$ cat config.mk
export PLATFORM = sky130hd
export DESIGN_NAME = fifo_wr_arbiter_flat
export DESIGN_NICKNAME = d
export VERILOG_FILES = /design/src/rtl/fifo_wr_arbiter_pkg.sv /design/src/rtl/fifo_wr_arbiter_if.sv /design/src/rtl/fifo_wr_arbiter_rr_core.sv /design/src/rtl/fifo_wr_arbiter.sv /design/src/flat_wrapper.sv
export SDC_FILE = /design/constraint.sdc
export NUM_CORES = 1
export LEC_CHECK = 0
export ABC_AREA = 1
export CAP_MARGIN = 20
export CORE_ASPECT_RATIO = 1.5
export CORE_MARGIN = 3
export CORE_UTILIZATION = 42
export CTS_BUF_LIST = sky130_fd_sc_hd__clkbuf_4 sky130_fd_sc_hd__clkbuf_8
export DETAILED_ROUTE_END_ITERATION = 8
export MAX_ROUTING_LAYER = met4
export PLACE_DENSITY = 0.83
export SYNTH_ARGS = -nofsm -noshare
export SYNTH_HDL_FRONTEND = slang
export SYNTH_SLANG_ARGS = --single-unit
$ cat constraint.sdc
create_clock -name clk -period 3.2 [get_ports clk]
set_input_delay 0.96 -clock clk [delete_from_list [all_inputs] [get_ports clk]]
set_output_delay 0.96 -clock clk [all_outputs]
set_load 0.05 [all_outputs]
$ cat src/rtl/fifo_wr_arbiter_pkg.sv
// Shared types and the round-robin search used by the FIFO write-port arbiter.
// The search is written for the largest supported requester count and trimmed by callers.
package fifo_arb_pkg;

  localparam int MAX_REQ   = 8;
  localparam int MAX_ID_W  = 3;
  localparam int DEF_N_REQ = 4;
  localparam int ID_W      = $clog2(DEF_N_REQ);

  typedef enum logic {IDLE, OWN} arb_state_e;

  typedef struct packed {
    logic                found;
    logic [MAX_ID_W-1:0] idx;
  } rr_pick_t;

  // Walks k = n..1 so the smallest offset from last (highest priority) is written last.
  // The wrap is a subtract rather than a mask so non-power-of-two counts stay in range.
  function automatic rr_pick_t rr_pick(input logic [MAX_REQ-1:0]  valid,
                                       input logic [MAX_ID_W-1:0] last,
                                       input int                  n);
    rr_pick_t            r;
    int                  cand;
    logic [MAX_ID_W-1:0] ci;
    r.found = 1'b0;
    r.idx   = '0;
    for (int k = MAX_REQ; k >= 1; k--) begin
      if (k <= n) begin
        cand = int'(last) + k;
        if (cand >= n) cand = cand - n;
        ci = MAX_ID_W'(cand);
        if (valid[ci]) begin
          r.found = 1'b1;
          r.idx   = ci;
        end
      end
    end
    return r;
  endfunction

endpackage

$ cat src/rtl/fifo_wr_arbiter_if.sv
// Requester and FIFO write-side signals of the arbiter, bundled with master/slave views.
// Handshake: a requester beat transfers in a cycle where req_valid[i] & req_ready[i] at the
// rising edge; req_valid may not depend on req_ready, and req_ready is at most one-hot.
interface fifo_wr_arbiter_if #(
  parameter int N_REQ      = 4,
  parameter int FIFO_WIDTH = 16
);
  logic [N_REQ-1:0]            req_valid;
  logic [N_REQ*FIFO_WIDTH-1:0] req_data;
  logic [N_REQ-1:0]            req_ready;
  logic                        fifo_wr_en;
  logic [FIFO_WIDTH-1:0]       fifo_data_in;
  logic                        fifo_full;
  logic                        fifo_almostfull;
  logic                        fifo_wr_ack;
  logic                        fifo_overflow;

  modport master (
    input  req_valid, req_data, fifo_full, fifo_almostfull, fifo_wr_ack, fifo_overflow,
    output req_ready, fifo_wr_en, fifo_data_in
  );

  modport slave (
    output req_valid, req_data, fifo_full, fifo_almostfull, fifo_wr_ack, fifo_overflow,
    input  req_ready, fifo_wr_en, fifo_data_in
  );
endinterface

$ cat src/rtl/fifo_wr_arbiter_rr_core.sv
// Combinational round-robin pick: first valid requester after `last`, wrapping at N_REQ.
module rr_arbiter_core
  import fifo_arb_pkg::*;
#(
  parameter int N_REQ = 4,
  parameter int IW    = $clog2(N_REQ)
) (
  input  logic [N_REQ-1:0] valid,
  input  logic [IW-1:0]    last,
  output logic             found,
  output logic [IW-1:0]    grant
);

  logic [MAX_REQ-1:0]  valid_ext;
  logic [MAX_ID_W-1:0] last_ext;
  rr_pick_t            pick;

  always_comb begin
    valid_ext = MAX_REQ'(valid);
    last_ext  = MAX_ID_W'(last);
    pick      = rr_pick(valid_ext, last_ext, N_REQ);
    found     = pick.found;
    grant     = IW'(pick.idx);
  end

endmodule

$ cat src/rtl/fifo_wr_arbiter.sv
// Round-robin, burst-limited sharing of one FIFO write port with registered write outputs,
// full/almost-full throttling and sticky wr_ack / overflow protocol checkers.
module fifo_wr_arbiter
  import fifo_arb_pkg::*;
#(
  parameter int N_REQ      = 4,
  parameter int FIFO_WIDTH = 16,
  parameter int MAX_BURST  = 4
) (
  input  logic                     clk,
  input  logic                     rst,
  input  logic                     en,
  fifo_wr_arbiter_if.master        bus,
  output logic [$clog2(N_REQ)-1:0] owner_id,
  output logic                     busy,
  output logic                     ack_err,
  output logic                     ovf_err
);

  localparam int IW   = $clog2(N_REQ);
  localparam int BC_W = $clog2(MAX_BURST + 1);

  arb_state_e            state, state_n;
  logic [BC_W-1:0]       beat_cnt, beat_n;
  logic [IW-1:0]         owner_q, owner_n;
  logic [IW-1:0]         rr_last, rr_n;
  logic [IW-1:0]         acc_idx;
  logic [IW-1:0]         win;
  logic                  win_found;
  logic                  can_accept;
  logic                  arb_needed;
  logic                  accept;
  logic [N_REQ-1:0]      ready_n;
  logic [FIFO_WIDTH-1:0] sel_data;
  logic                  wr_en_q;
  logic [FIFO_WIDTH-1:0] data_q;
  logic                  wr_en_d;
  logic                  ack_err_q;
  logic                  ovf_err_q;

  rr_arbiter_core #(.N_REQ(N_REQ), .IW(IW)) u_rr (
    .valid (bus.req_valid),
    .last  (rr_last),
    .found (win_found),
    .grant (win)
  );

  // The registered write still in flight counts against almost-full; without one, the
  // last free slot may be taken.
  assign can_accept = en & ~bus.fifo_full & ~(wr_en_q & bus.fifo_almostfull);
  assign arb_needed = (state == IDLE) || !bus.req_valid[owner_q] ||
                      (beat_cnt == BC_W'(MAX_BURST));

  always_comb begin
    state_n = state;
    beat_n  = beat_cnt;
    owner_n = owner_q;
    rr_n    = rr_last;
    ready_n = '0;
    accept  = 1'b0;
    acc_idx = owner_q;
    if (!en) begin
      state_n = IDLE;
    end else if (arb_needed) begin
      if (win_found && can_accept) begin
        ready_n[win] = 1'b1;
        accept       = 1'b1;
        acc_idx      = win;
        owner_n      = win;
        rr_n         = win;
        beat_n       = BC_W'(1);
        state_n      = OWN;
      end else begin
        state_n = IDLE;
      end
    end else if (can_accept) begin
      ready_n[owner_q] = 1'b1;
      accept           = 1'b1;
      beat_n           = beat_cnt + 1'b1;
    end
  end

  always_comb begin
    sel_data = '0;
    for (int i = 0; i < N_REQ; i++) begin
      if (acc_idx == IW'(i)) sel_data = bus.req_data[i*FIFO_WIDTH +: FIFO_WIDTH];
    end
  end

  always_ff @(posedge clk or posedge rst) begin
    if (rst) state <= IDLE;
    else     state <= state_n;
  end

  always_ff @(posedge clk or posedge rst) begin
    if (rst) begin
      beat_cnt  <= '0;
      owner_q   <= '0;
      rr_last   <= IW'(N_REQ - 1);
      wr_en_q   <= 1'b0;
      data_q    <= '0;
      wr_en_d   <= 1'b0;
      ack_err_q <= 1'b0;
      ovf_err_q <= 1'b0;
    end else begin
      beat_cnt <= beat_n;
      owner_q  <= owner_n;
      rr_last  <= rr_n;
      wr_en_q  <= accept;
      if (accept) data_q <= sel_data;
      // The FIFO acknowledges one cycle after it sees the strobe.
      wr_en_d  <= wr_en_q;
      if (bus.fifo_wr_ack != wr_en_d) ack_err_q <= 1'b1;
      if (bus.fifo_overflow)          ovf_err_q <= 1'b1;
    end
  end

  assign bus.req_ready    = ready_n;
  assign bus.fifo_wr_en   = wr_en_q;
  assign bus.fifo_data_in = data_q;
  assign owner_id         = owner_q;
  assign busy             = (state == OWN);
  assign ack_err          = ack_err_q;
  assign ovf_err          = ovf_err_q;

endmodule

$ cat src/flat_wrapper.sv
// flat-port wrapper written by rule: the top's interface ports become plain ports
module fifo_wr_arbiter_flat import fifo_arb_pkg::*;
#(
  parameter int N_REQ      = 4,
  parameter int FIFO_WIDTH = 16,
  parameter int MAX_BURST  = 4
)
  (clk, rst, en, owner_id, busy, ack_err, ovf_err, bus_req_valid, bus_req_data, bus_fifo_full, bus_fifo_almostfull, bus_fifo_wr_ack, bus_fifo_overflow, bus_req_ready, bus_fifo_wr_en, bus_fifo_data_in);
  fifo_wr_arbiter_if #(.N_REQ(N_REQ), .FIFO_WIDTH(FIFO_WIDTH)) bus_i ();
  input  logic clk;
  input  logic rst;
  input  logic en;
  output logic [$clog2(N_REQ)-1:0] owner_id;
  output logic busy;
  output logic ack_err;
  output logic ovf_err;
  input wire logic [$bits(bus_i.req_valid)-1:0] bus_req_valid;
  input wire logic [$bits(bus_i.req_data)-1:0] bus_req_data;
  input wire logic [$bits(bus_i.fifo_full)-1:0] bus_fifo_full;
  input wire logic [$bits(bus_i.fifo_almostfull)-1:0] bus_fifo_almostfull;
  input wire logic [$bits(bus_i.fifo_wr_ack)-1:0] bus_fifo_wr_ack;
  input wire logic [$bits(bus_i.fifo_overflow)-1:0] bus_fifo_overflow;
  output wire logic [$bits(bus_i.req_ready)-1:0] bus_req_ready;
  output wire logic [$bits(bus_i.fifo_wr_en)-1:0] bus_fifo_wr_en;
  output wire logic [$bits(bus_i.fifo_data_in)-1:0] bus_fifo_data_in;
  assign bus_i.req_valid = bus_req_valid;
  assign bus_i.req_data = bus_req_data;
  assign bus_i.fifo_full = bus_fifo_full;
  assign bus_i.fifo_almostfull = bus_fifo_almostfull;
  assign bus_i.fifo_wr_ack = bus_fifo_wr_ack;
  assign bus_i.fifo_overflow = bus_fifo_overflow;
  assign bus_req_ready = bus_i.req_ready;
  assign bus_fifo_wr_en = bus_i.fifo_wr_en;
  assign bus_fifo_data_in = bus_i.fifo_data_in;
  fifo_wr_arbiter #(.N_REQ(N_REQ), .FIFO_WIDTH(FIFO_WIDTH), .MAX_BURST(MAX_BURST)) u_core (.clk(clk), .rst(rst), .en(en), .bus(bus_i), .owner_id(owner_id), .busy(busy), .ack_err(ack_err), .ovf_err(ovf_err));
endmodule
==> flow_metrics.tcl <==
set metrics [dict create \
    wirelength_mm 7.11 \
    grt_pass1_wl_mm 11.3 \
    regArea_sq_um 703 \
    reg2reg_depth 19 \
    multi_input_area_sq_um 1250 \
    crit_type "input port to primary output" \
    antenna_found_initial 0 \
    yosysWarnings 0 \
    row_count 30 \
    drcViolationCount 0 \
    final_area_sq_um 3530 \
    synth_cell_type_count 32 \
    slowest_stage "buf_4" \
    drtAntennaViolNets 0 \
    end_kind "primary output" \
    p_int_mw 1.67 \
    outcome "completed" \
    hold_viol 0 \
    crit_chain "buf_2, inv_1, nand2_1, nand2_1, nor2_2, nand2_2, nand2_1, nand2_1, nand2_1, nand2_2, nor2_4, inv_2, o22ai_2, buf_4, buf_12" \
    synth_seq_cells 28 \
    cp.required_ns 2.24 \
    crit_arrival_ns 2.23 \
    p_total_mw 3.46 \
    dp_slack_ns -0.416 \
    area_growth_pct 72.8 \
    clk_path_buf_depth 2 \
    critPathMaxFanout 4 \
    synthCells 296 \
    antennaDiodeCount 0 \
    first_pass_iters 4 \
    clock_sinks 28 \
    die_w_um 63.0 \
    min_to "u_core.wr_en_d" \
    fill_cells 353 \
    drtIter0Drc 146 \
    core_sq_um 4620 \
    ctsHtreeMaxLevel 1 \
    grt_max_degree 29 \
    drive_above_1_share_pct 23.7 \
    fin_ws_ns 0.0125 \
    clk_latency_ns 0.28 \
    comb_power_share_pct 73.7 \
    slew_violations 0 \
    rsz0062_at_grt "true" \
    syn_area_sq_um 2040 \
    relSlewSlack_pct 63.2 \
    place.gp.congestion 0.915 \
    hp-class "register to register" \
    grt_pass1_vias 2530 \
    utilization_pct 76.5 \
    worstMarginPinSlew_ns 0.550 \
    max_freq_mhz 314 \
    worst-path-buf-inv 5 \
    worstHoldStart "u_core.bus.fifo_wr_en" \
    timing.final.crit_period_ns 3.19 \
    p_leak_nw 1.70 \
    nets 497 \
    via_per_inst 5.24 \
    cts_tree "yes" \
    io_buffer_count 100 \
    io_pins 101 \
    switching_power_mw 1.80 \
    postSynthAreaPerCell_sq_um 6.90 \
    fp.dieArea_sq_um 5760 \
    placed_area_sq_um 3260 \
    wl_per_cell_um 14.7 \
    vias 2524 \
    path_clk_slew_ns 0.09 \
    cap_viol_max_count 0 \
    r2r-start "u_core.rr_last[0]" \
    critPathMaxStageDelay_ns 0.13 \
    hold-path-cell-count 0 \
    die_h_um 91.4 \
    initial_core_util_pct 44.3 \
    r2r_end "u_core.bus.fifo_data_in[7]" \
    gr-total-overflow 0 \
    start_kind "input port" \
    setup_viol 0 \
    ir_drop_mv 0.502 \
    clock-root-buffer "clkbuf_8" \
    seqPwrFrac_pct 18.1 \
    setup_tns_ns 0 \
    syn_nets 374 \
    power.share.switching_pct 51.8 \
    skew_ns 0.00783 \
    power.share.clock_pct 8.2 \
    grt_use_total_pct 25.4 \
    fin_crit_sh_pct 99.6 \
    power.density_nw_per_um2 981 \
    hpwl_mm 5.28 \
    cp_common_cell "nand2_1" \
    cpLargestDelayFamily "simple AND/OR/NAND/NOR gates" \
    synth-seq-area-share_pct 34.4 \
    cts_inserted_buffers 3 \
    rrSetupSlack_ns 0.44 \
]
worst register-to-register path, cell delays in order, from the launching register on:
cell and delay [ns]:
dfstp_2 0.59, clkinv_4 0.10, ha_4 0.31, nand3_2 0.11, nand2_2 0.08, nand3_2 0.09, nand2_2 0.08, nand2_2 0.06
nand2_4 0.11, buf_4 0.12, buf_4 0.09, buf_4 0.10, nand2_4 0.05, nand2_4 0.10, nand2_2 0.12, buf_12 0.18
o21ai_0 0.22, inv_1 0.07, nand2_1 0.06, nand2_1 0.04
registers in the layout, indices dropped and copies added (netlist names):
name / count
u_core.owner_id: 2
u_core.ack_err: 1
u_core.beat_cnt: 3
u_core.ovf_err: 1
u_core.rr_last: 2
u_core.wr_en_d: 1
u_core.busy: 1
u_core.bus.fifo_data_in: 16
u_core.bus.fifo_wr_en: 1
synthesized netlist by cell type, drive strengths merged:
cell / instances / area [sq um]
nand2: 111 / 449
inv: 33 / 131
nand3: 33 / 188
dfrtp: 26 / 651
nand4: 25 / 163
o21ai: 24 / 124
buf: 11 / 85.1
nor2: 8 / 46.3
or2: 6 / 37.5
clkbuf: 4 / 15.0
ha: 3 / 37.5
a21oi: 2 / 10.0
dfstp: 2 / 52.6
o22ai: 2 / 12.5
o31ai: 2 / 15.0
a21boi: 1 / 7.51
and3: 1 / 6.26
nor3: 1 / 5.00
o211ai: 1 / 7.51
cell usage in the layout (no fill, tap or decap), types with 3 or more instances in the layout:
cell	netlist	layout
nand4_1	24	24
nand3_1	30	25
buf_2	5	4
o21ai_0	18	18
clkbuf_8	0	3
dfrtp_1	26	26
inv_1	28	23
nand2_2	4	13
buf_12	0	5
inv_2	3	6
nand3_2	2	4
nor2_1	7	5
or2_2	6	6
buf_4	2	31
nand2_4	3	4
o21ai_1	5	4
clkdlybuf4s50_1	0	89
nand2_1	104	94
nand3_4	1	4
power groups by stage:
stage	combinational (mW)	clock, mW	sequential, mW
floorplan	1.15	0	0.955
global placement	2.16	0	0.624
detailed placement	2.20	0	0.630
CTS	2.38	0.288	0.623
global route	2.74	0.303	0.641
finish	2.55	0.284	0.627
stage by stage:
step | hold slack [ns] | std cells
2_1_floorplan | 0.487 | 296
3_3_place_gp | 0.403 | 467
3_5_place_dp | 0.403 | 467
4_1_cts | 0.429 | 476
5_1_grt | 0.440 | 482
6_report | 0.422 | 482
final cells by class:
type                            instances  share of cell area [%]
Clock buffer                            3                    1.17
Clock inverter                          1                   0.850
Sequential cell                        28                    19.9
Timing Repair Buffer                  133                    36.4
Multi-Input combinational cell        220                    35.5
Tap cell                               64                    2.27
Inverter                               33                    3.93
cells by family after synthesis:
group / synth area share, %
fa+ha+maj: 1.84
simple gates: 43.8
buf+inv: 11.3
compound gates: 8.63
flops: 34.4
metal layers:
layer / track usage [%] / vias to the layer above / share of wire (%)
met3: 2.72 / 21 / 4.2
li1: - / 1213 / -
met2: 47.5 / 110 / 57
met5: - / - / 0
met1: 25.1 / 1180 / 35
met4: 13.4 / 0 / 3.8
worst max-delay path by stage:
stage / slack (ns) / from / cells past startpoint / endpoint
global placement: -0.35 / bus_req_valid[2] / 14 / bus_req_ready[2]
finish: 0.01 / bus_req_valid[2] / 15 / bus_req_ready[3]
detailed placement: -0.42 / bus_req_valid[2] / 14 / bus_req_ready[2]
CTS: 0.0008 / bus_req_valid[0] / 14 / bus_req_ready[3]
floorplan: -0.19 / bus_fifo_almostfull / 7 / bus_req_ready[2]
global route: -0.05 / bus_req_valid[2] / 15 / bus_req_ready[3]
repair_timing:
action                                  in CTS  in global routing
hold buffers                                 0                  0
endpoints found under the setup margin       4                  4
gates cloned                                 0                  0
gates resized for setup                     38                 18
pin swaps                                   15                 17
buffers inserted                             5                  6
(Power assumes the default switching activity.)
